<file path="config.mk">
export PLATFORM = sky130hd
export DESIGN_NAME = softmax_exp_accumulator
export DESIGN_NICKNAME = d
export VERILOG_FILES = /design/src/rtl/softmax_pkg.sv /design/src/rtl/softmax_buf_ram.sv /design/src/rtl/softmax_exp_accumulator.sv
export SDC_FILE = /design/constraint.sdc
export NUM_CORES = 1
export LEC_CHECK = 0
export ABC_AREA = 1
export BUFFER_PORTS_ARGS = -buffer_cell sky130_fd_sc_hd__clkbuf_2
export CORE_MARGIN = 2
export CORE_UTILIZATION = 60
export CTS_CLUSTER_SIZE = 28
export DETAILED_ROUTE_END_ITERATION = 7
export PLACE_DENSITY = 0.8
export REMOVE_ABC_BUFFERS = 1
export SLEW_MARGIN = 20
export SYNTH_ARGS = -nofsm -noshare
export SYNTH_HDL_FRONTEND = slang
export SYNTH_SLANG_ARGS = --single-unit
</file>
<file path="constraint.sdc">
create_clock -name clk -period 7.5 [get_ports clk]
set_input_delay 1.875 -clock clk [delete_from_list [all_inputs] [get_ports clk]]
set_output_delay 1.875 -clock clk [all_outputs]
set_load 0.005 [all_outputs]
</file>
<file path="src/rtl/softmax_pkg.sv">
// Constants and state type shared between the exponent accumulator and the divider.
package softmax_pkg;
   localparam int DW = 16;
   localparam int SW = 32;

   typedef enum logic {ACCUM, REPLAY} state_t;
endpackage

</file>
<file path="src/rtl/softmax_buf_ram.sv">
// Element buffer: one write port, one synchronous read port with write-first bypass.
module softmax_buf_ram #(
   parameter int DEPTH = 16,
   parameter int DW    = 16
) (
   input  logic                     clk,
   input  logic                     rst,
   input  logic                     wr_en,
   input  logic [$clog2(DEPTH)-1:0] wr_addr,
   input  logic [DW-1:0]            wr_data,
   input  logic [$clog2(DEPTH)-1:0] rd_addr,
   output logic [DW-1:0]            rd_data
);
   logic [DW-1:0] mem [DEPTH];

   always_ff @(posedge clk) begin
      if (wr_en) mem[wr_addr] <= wr_data;
   end

   // Bypass lets a one-element vector be replayed the cycle after it is written.
   always_ff @(posedge clk or posedge rst) begin
      if (rst)                               rd_data <= '0;
      else if (wr_en && (wr_addr == rd_addr)) rd_data <= wr_data;
      else                                   rd_data <= mem[rd_addr];
   end
endmodule

</file>
<file path="src/rtl/softmax_exp_accumulator.sv">
// Buffers one softmax vector of exponentials, sums it, then replays each element
// with the frozen sum as a numerator/divisor pair for the divider.
module softmax_exp_accumulator #(
   parameter int DEPTH = 16,
   parameter int DW    = softmax_pkg::DW,
   parameter int SW    = softmax_pkg::SW
) (
   input  logic          clk,
   input  logic          rst,
   input  logic          in_valid,
   output logic          in_ready,
   input  logic [DW-1:0] in_data,
   input  logic          in_last,
   output logic          out_valid,
   input  logic          out_ready,
   output logic [DW-1:0] out_x,
   output logic [SW-1:0] out_y,
   output logic          out_last,
   output logic          len_err,
   output logic          sum_zero
);
   import softmax_pkg::*;

   localparam int AW = $clog2(DEPTH);
   localparam int CW = AW + 1;

   state_t        state, state_nxt;
   logic [CW-1:0] wr_cnt, rd_cnt, len;
   logic [SW-1:0] sum;
   logic          run;
   logic          accept, xfer, full, close;
   logic [AW-1:0] rd_addr;

   assign accept = in_valid && in_ready;
   assign xfer   = out_valid && out_ready;
   assign full   = (wr_cnt == CW'(DEPTH - 1));
   assign close  = accept && (in_last || full);
   assign out_y  = sum;

   // Read one address ahead on a transfer so the next element is ready without a bubble.
   always_comb begin
      rd_addr = rd_cnt[AW-1:0];
      if (xfer) rd_addr = out_last ? '0 : rd_cnt[AW-1:0] + AW'(1);
   end

   always_ff @(posedge clk or posedge rst) begin
      if (rst) state <= ACCUM;
      else     state <= state_nxt;
   end

   always_comb begin
      state_nxt = state;
      in_ready  = 1'b0;
      out_valid = 1'b0;
      out_last  = 1'b0;
      sum_zero  = 1'b0;
      case (state)
         ACCUM: begin
            in_ready = run;
            if (close) state_nxt = REPLAY;
         end
         REPLAY: begin
            out_valid = 1'b1;
            out_last  = (rd_cnt == len - CW'(1));
            sum_zero  = (sum == '0);
            if (xfer && out_last) state_nxt = ACCUM;
         end
         default: state_nxt = ACCUM;
      endcase
   end

   always_ff @(posedge clk or posedge rst) begin
      if (rst) begin
         run     <= 1'b0;
         wr_cnt  <= '0;
         rd_cnt  <= '0;
         len     <= '0;
         sum     <= '0;
         len_err <= 1'b0;
      end else begin
         run     <= 1'b1;
         len_err <= accept && full && !in_last;
         if (accept) begin
            sum    <= sum + SW'(in_data);
            wr_cnt <= wr_cnt + CW'(1);
         end
         if (close) len <= wr_cnt + CW'(1);
         if (xfer) begin
            if (out_last) begin
               sum    <= '0;
               wr_cnt <= '0;
               rd_cnt <= '0;
            end else begin
               rd_cnt <= rd_cnt + CW'(1);
            end
         end
      end
   end

   softmax_buf_ram #(
      .DEPTH (DEPTH),
      .DW    (DW)
   ) u_buf (
      .clk     (clk),
      .rst     (rst),
      .wr_en   (accept),
      .wr_addr (wr_cnt[AW-1:0]),
      .wr_data (in_data),
      .rd_addr (rd_addr),
      .rd_data (out_x)
   );
endmodule

</file>
==> reports/qor.yml <==
outcome:
  run_status: "completed"
final_layout:
  finalCoreUtilization: 0.669
  instances_no_fill: 1932
  insertedDiodeCount: 0
  nNetsFinal: 1623
  post_route_cells_drive_above_1_share: 0.102
  nFillCells: 1929
  area.growth.synth_to_final_pct: 10.2
floorplan:
  floorplan.initialDensity: 0.607
  floorplan.die_area_um2: 26600
  design.portCount: 74
  core.rowCount: 58
  die_w_um: 163
  core_um2: 25000
  die_height_um: 163
synthesis:
  synth_enable_flop_cells: 256
  syn-instance-count: 1539
  synth.yosys.seq_area_share: 0.615
  asyncSetResetFlopFracSynth: 0.205
  synth.ff_latch_count: 322
  distinct_cells_synth: 36
  synth_area_per_cell_um2: 9.87
  netlist_area_um2: 15200
  yosysWarningCount: 0
  dominantRegCellSynth: "sky130_fd_sc_hd__edfxtp_1"
setup_path:
  cp.buffers_inverters: 3
  crit_slowest_cell: "sky130_fd_sc_hd__nand2_4"
  critPathMaxFanout: 80
  critical_path.top_delay_family: "simple AND/OR/NAND/NOR gates"
  arrival_ns: 4.97
  cpMostUsedCell: "sky130_fd_sc_hd__nand2_1"
  cp_data_required_time_ns: 7.97
  crit_type: "primary input to flop"
  worst_r2r_path_depth: 21
  timing.critical_path.cells: "clkbuf_2, nand2_1, inv_1, nand3_4, nand2_4, buf_4, nand2_1, nand3_1, nand2_1, nand2_1, nand2_1, nand2_1, nand2_1, nand2_1, nand2_1"
  rr_startpoint: "len[0]"
  crit_path_start_kind: "primary input"
  slowest_stage_delay_cp_ns: 0.82
  reg2reg_setup_slack_ns: 3.41
  worstSetupEndpointType: "flop"
  timing.rr.end: "u_buf.rd_data[7]"
power_and_ir_drop:
  power.static_leakage_nw: 7.10
  vdd_ir_drop_max_mv: 0.243
  powerDensity_nw_per_um2: 403
sta:
  finalHoldViolations: 0
  holdWs_ns: 0.534
  minimum_clock_period_ns: 4.50
  max_slew.worst_pin.slew_ns: 1.15
  slew_headroom: 0.234
  finalMaxSlewViolations: 0
  grt_setup_unrepaired: "false"
  fmax_mhz: 222
  setup_slack_ns: 3.00
  layout_worst_path_cycle_share: 0.600
  finalSetupViolations: 0
  finalSetupTns_ns: 0
  clock_skew_ns: 0.0290
clock_network:
  ctsHtreeMaxLevel: 1
  tritoncts: "yes"
  cts-buffers-inserted: 31
  insertion_delay_ns: 0.58
  cts-resized-gates: 0
  max-clock-path-buffers: 3
  post_cts_hold_buffer_count: 0
  number_of_setup_buffers_added_after_cts: 0
  master_cell_of_the_clock_root_buffer: "sky130_fd_sc_hd__clkbuf_16"
  worst_setup_hold_path_clk_slew_ns: 0.07
  clock-sinks: 322
placement:
  routability_congestion_estimate: 0.960
  dpl_worst_slack_ns: 2.52
  portBuffers: 73
  place.detailed.instances: 1875
  hpwl_um: 26000
routing:
  antenna_violating_nets_post_route: 0
  via_count: 11700
  routed_wirelength_um: 42500
  remaining_drc_errors: 0
  drt-pass1-iter-count: 6
  drt_iter0_markers: 1560
  vias_per_cell: 6.07
  avgRoutedWirePerCell_um: 22.0
global_route:
  grt_usage: 0.327
  first_global_vias: 11100
  grt_start_max_net_pins: 102
  grt_pass1_wl_um: 65000
  overflow: 0
  grt_antenna_before_repair: 0
worst_hold_path:
  min_path_type: "flop to flop"
  min_from: "len[4]"
  holdPathEnd: "len[4]"
  hold-path-cell-count: 2
job:
  maxCapViolCount: 0
final cells by class:
cell class                 count  area (µm²)  area share
sequential                   322        9340       0.557
multi-input combinational    936        4820       0.288
clock buffer                  34         787      0.0470
inverter                     206         778      0.0465
timing repair buffer          81         425      0.0254
tap                          330         413      0.0246
clock inverter                23         189      0.0113
synth_stat cells, types with 2 or more instances:
library cell / number / area (µm²)
sky130_fd_sc_hd__nor2_1: 58 / 218
sky130_fd_sc_hd__nand2_2: 3 / 18.8
sky130_fd_sc_hd__dfrtp_1: 66 / 1650
sky130_fd_sc_hd__buf_2: 33 / 165
sky130_fd_sc_hd__o211ai_1: 12 / 90.1
sky130_fd_sc_hd__nand3b_1: 90 / 676
sky130_fd_sc_hd__o21ai_0: 41 / 205
sky130_fd_sc_hd__inv_2: 5 / 18.8
sky130_fd_sc_hd__nand4_1: 9 / 56.3
sky130_fd_sc_hd__nand3_1: 272 / 1360
sky130_fd_sc_hd__buf_1: 12 / 45.0
sky130_fd_sc_hd__nor2_2: 2 / 12.5
sky130_fd_sc_hd__or2_2: 4 / 25.0
sky130_fd_sc_hd__or4_1: 2 / 15.0
sky130_fd_sc_hd__buf_6: 2 / 22.5
sky130_fd_sc_hd__a21oi_1: 37 / 185
sky130_fd_sc_hd__nand2_1: 340 / 1280
sky130_fd_sc_hd__o21bai_1: 2 / 15.0
sky130_fd_sc_hd__clkbuf_1: 28 / 105
sky130_fd_sc_hd__nor4_1: 6 / 37.5
sky130_fd_sc_hd__ha_1: 23 / 288
sky130_fd_sc_hd__nor3_1: 11 / 55.1
sky130_fd_sc_hd__edfxtp_1: 256 / 7690
sky130_fd_sc_hd__a31oi_1: 2 / 12.5
sky130_fd_sc_hd__inv_1: 200 / 751
sky130_fd_sc_hd__xor2_1: 13 / 114
worst register-to-register path: stages, from the launching register on:
cell                       delay, ns
sky130_fd_sc_hd__dfrtp_1        0.42
sky130_fd_sc_hd__inv_2          0.09
sky130_fd_sc_hd__ha_1           0.22
sky130_fd_sc_hd__inv_1          0.05
sky130_fd_sc_hd__nand2_1        0.08
sky130_fd_sc_hd__nand2_1        0.06
sky130_fd_sc_hd__nand2_1        0.06
sky130_fd_sc_hd__nand2_1        0.07
sky130_fd_sc_hd__nor2_2         0.11
sky130_fd_sc_hd__nand2_2        0.11
sky130_fd_sc_hd__nor2_4         0.13
sky130_fd_sc_hd__nand2_4        0.23
sky130_fd_sc_hd__nand2_2        0.53
sky130_fd_sc_hd__inv_1          0.54
sky130_fd_sc_hd__nand2_1        0.19
sky130_fd_sc_hd__nand2_1        0.07
sky130_fd_sc_hd__nand2_1        0.08
sky130_fd_sc_hd__nor2_2         0.04
sky130_fd_sc_hd__nand2_2        0.31
sky130_fd_sc_hd__clkinv_2       0.36
sky130_fd_sc_hd__nand2_1        0.15
sky130_fd_sc_hd__nand2_1        0.07
worst max path at each step:
stage / cells after the start / from / slack [ns] / to
after floorplan: 10 / out_ready / -0.75 / u_buf.rd_data[1]
after global placement: 13 / out_ready / 2.55 / u_buf.rd_data[0]
after detailed placement: 15 / out_ready / 2.52 / u_buf.rd_data[14]
after CTS: 15 / out_ready / 3.06 / u_buf.rd_data[13]
after global routing: 15 / out_ready / 2.77 / u_buf.rd_data[13]
final: 15 / out_ready / 3.00 / u_buf.rd_data[14]
where the power goes:
group          switching [mW]  internal (mW)
Sequential              0.195           2.13
Combinational            2.04          0.858
Clock                   0.677          0.855
Total                    2.92           3.84
registers in the layout, summed over array words and instances (netlist names):
signal	flops
run	1
len_err	1
rd_cnt	5
u_buf.rd_data	16
out_y	32
u_buf.mem	256
len	5
wr_cnt	5
state	1
metal layers:
metal	vias up	share of wire	global-route usage
met2	748	0.46	0.516
met3	129	0.11	0.0528
met4	0	0.052	0.154
met5	-	0	0
li1	5276	-	-
met1	5579	0.37	0.447
placed cells by master, fill, tap and decap left out, types with 4 or more instances in the layout:
| master | instances |
|---|---|
| sky130_fd_sc_hd__nand2_2 | 5 |
| sky130_fd_sc_hd__nand2_1 | 336 |
| sky130_fd_sc_hd__o211ai_1 | 12 |
| sky130_fd_sc_hd__clkbuf_16 | 31 |
| sky130_fd_sc_hd__dfrtp_1 | 66 |
| sky130_fd_sc_hd__nor3_1 | 10 |
| sky130_fd_sc_hd__ha_1 | 23 |
| sky130_fd_sc_hd__clkinv_2 | 6 |
| sky130_fd_sc_hd__inv_2 | 4 |
| sky130_fd_sc_hd__inv_1 | 199 |
| sky130_fd_sc_hd__a21oi_1 | 37 |
| sky130_fd_sc_hd__nor2_2 | 17 |
| sky130_fd_sc_hd__edfxtp_1 | 256 |
| sky130_fd_sc_hd__xor2_1 | 13 |
| sky130_fd_sc_hd__nand3_1 | 271 |
| sky130_fd_sc_hd__o21ai_0 | 41 |
| sky130_fd_sc_hd__clkbuf_2 | 73 |
| sky130_fd_sc_hd__nand4_1 | 9 |
| sky130_fd_sc_hd__clkinv_1 | 11 |
| sky130_fd_sc_hd__or2_2 | 4 |
| sky130_fd_sc_hd__nand3b_1 | 90 |
| sky130_fd_sc_hd__nor2_1 | 43 |
| sky130_fd_sc_hd__buf_4 | 8 |
| sky130_fd_sc_hd__nor4_1 | 6 |
per-stage QoR:
| step | power, mW | area (µm²) |
|---|---|---|
| after detailed placement | 5.17 | 15800 |
| after CTS | 6.70 | 16800 |
| after global placement | 5.13 | 15800 |
| after floorplan | 4.17 | 14900 |
| after global routing | 7.14 | 16800 |
| final | 6.76 | 16800 |
logic make-up after synthesis:
family | count (synthesis) | share of synthesized area
flip-flops | 322 | 0.615
other | 1 | 0.000247
adder cells (fa/ha/maj) | 24 | 0.0203
AO/OA/AOI/OAI | 98 | 0.0354
XOR/XNOR | 14 | 0.00807
AND/OR/NAND/NOR | 799 | 0.248
buffers and inverters | 281 | 0.0732
Power figures use the tool's default switching activity.
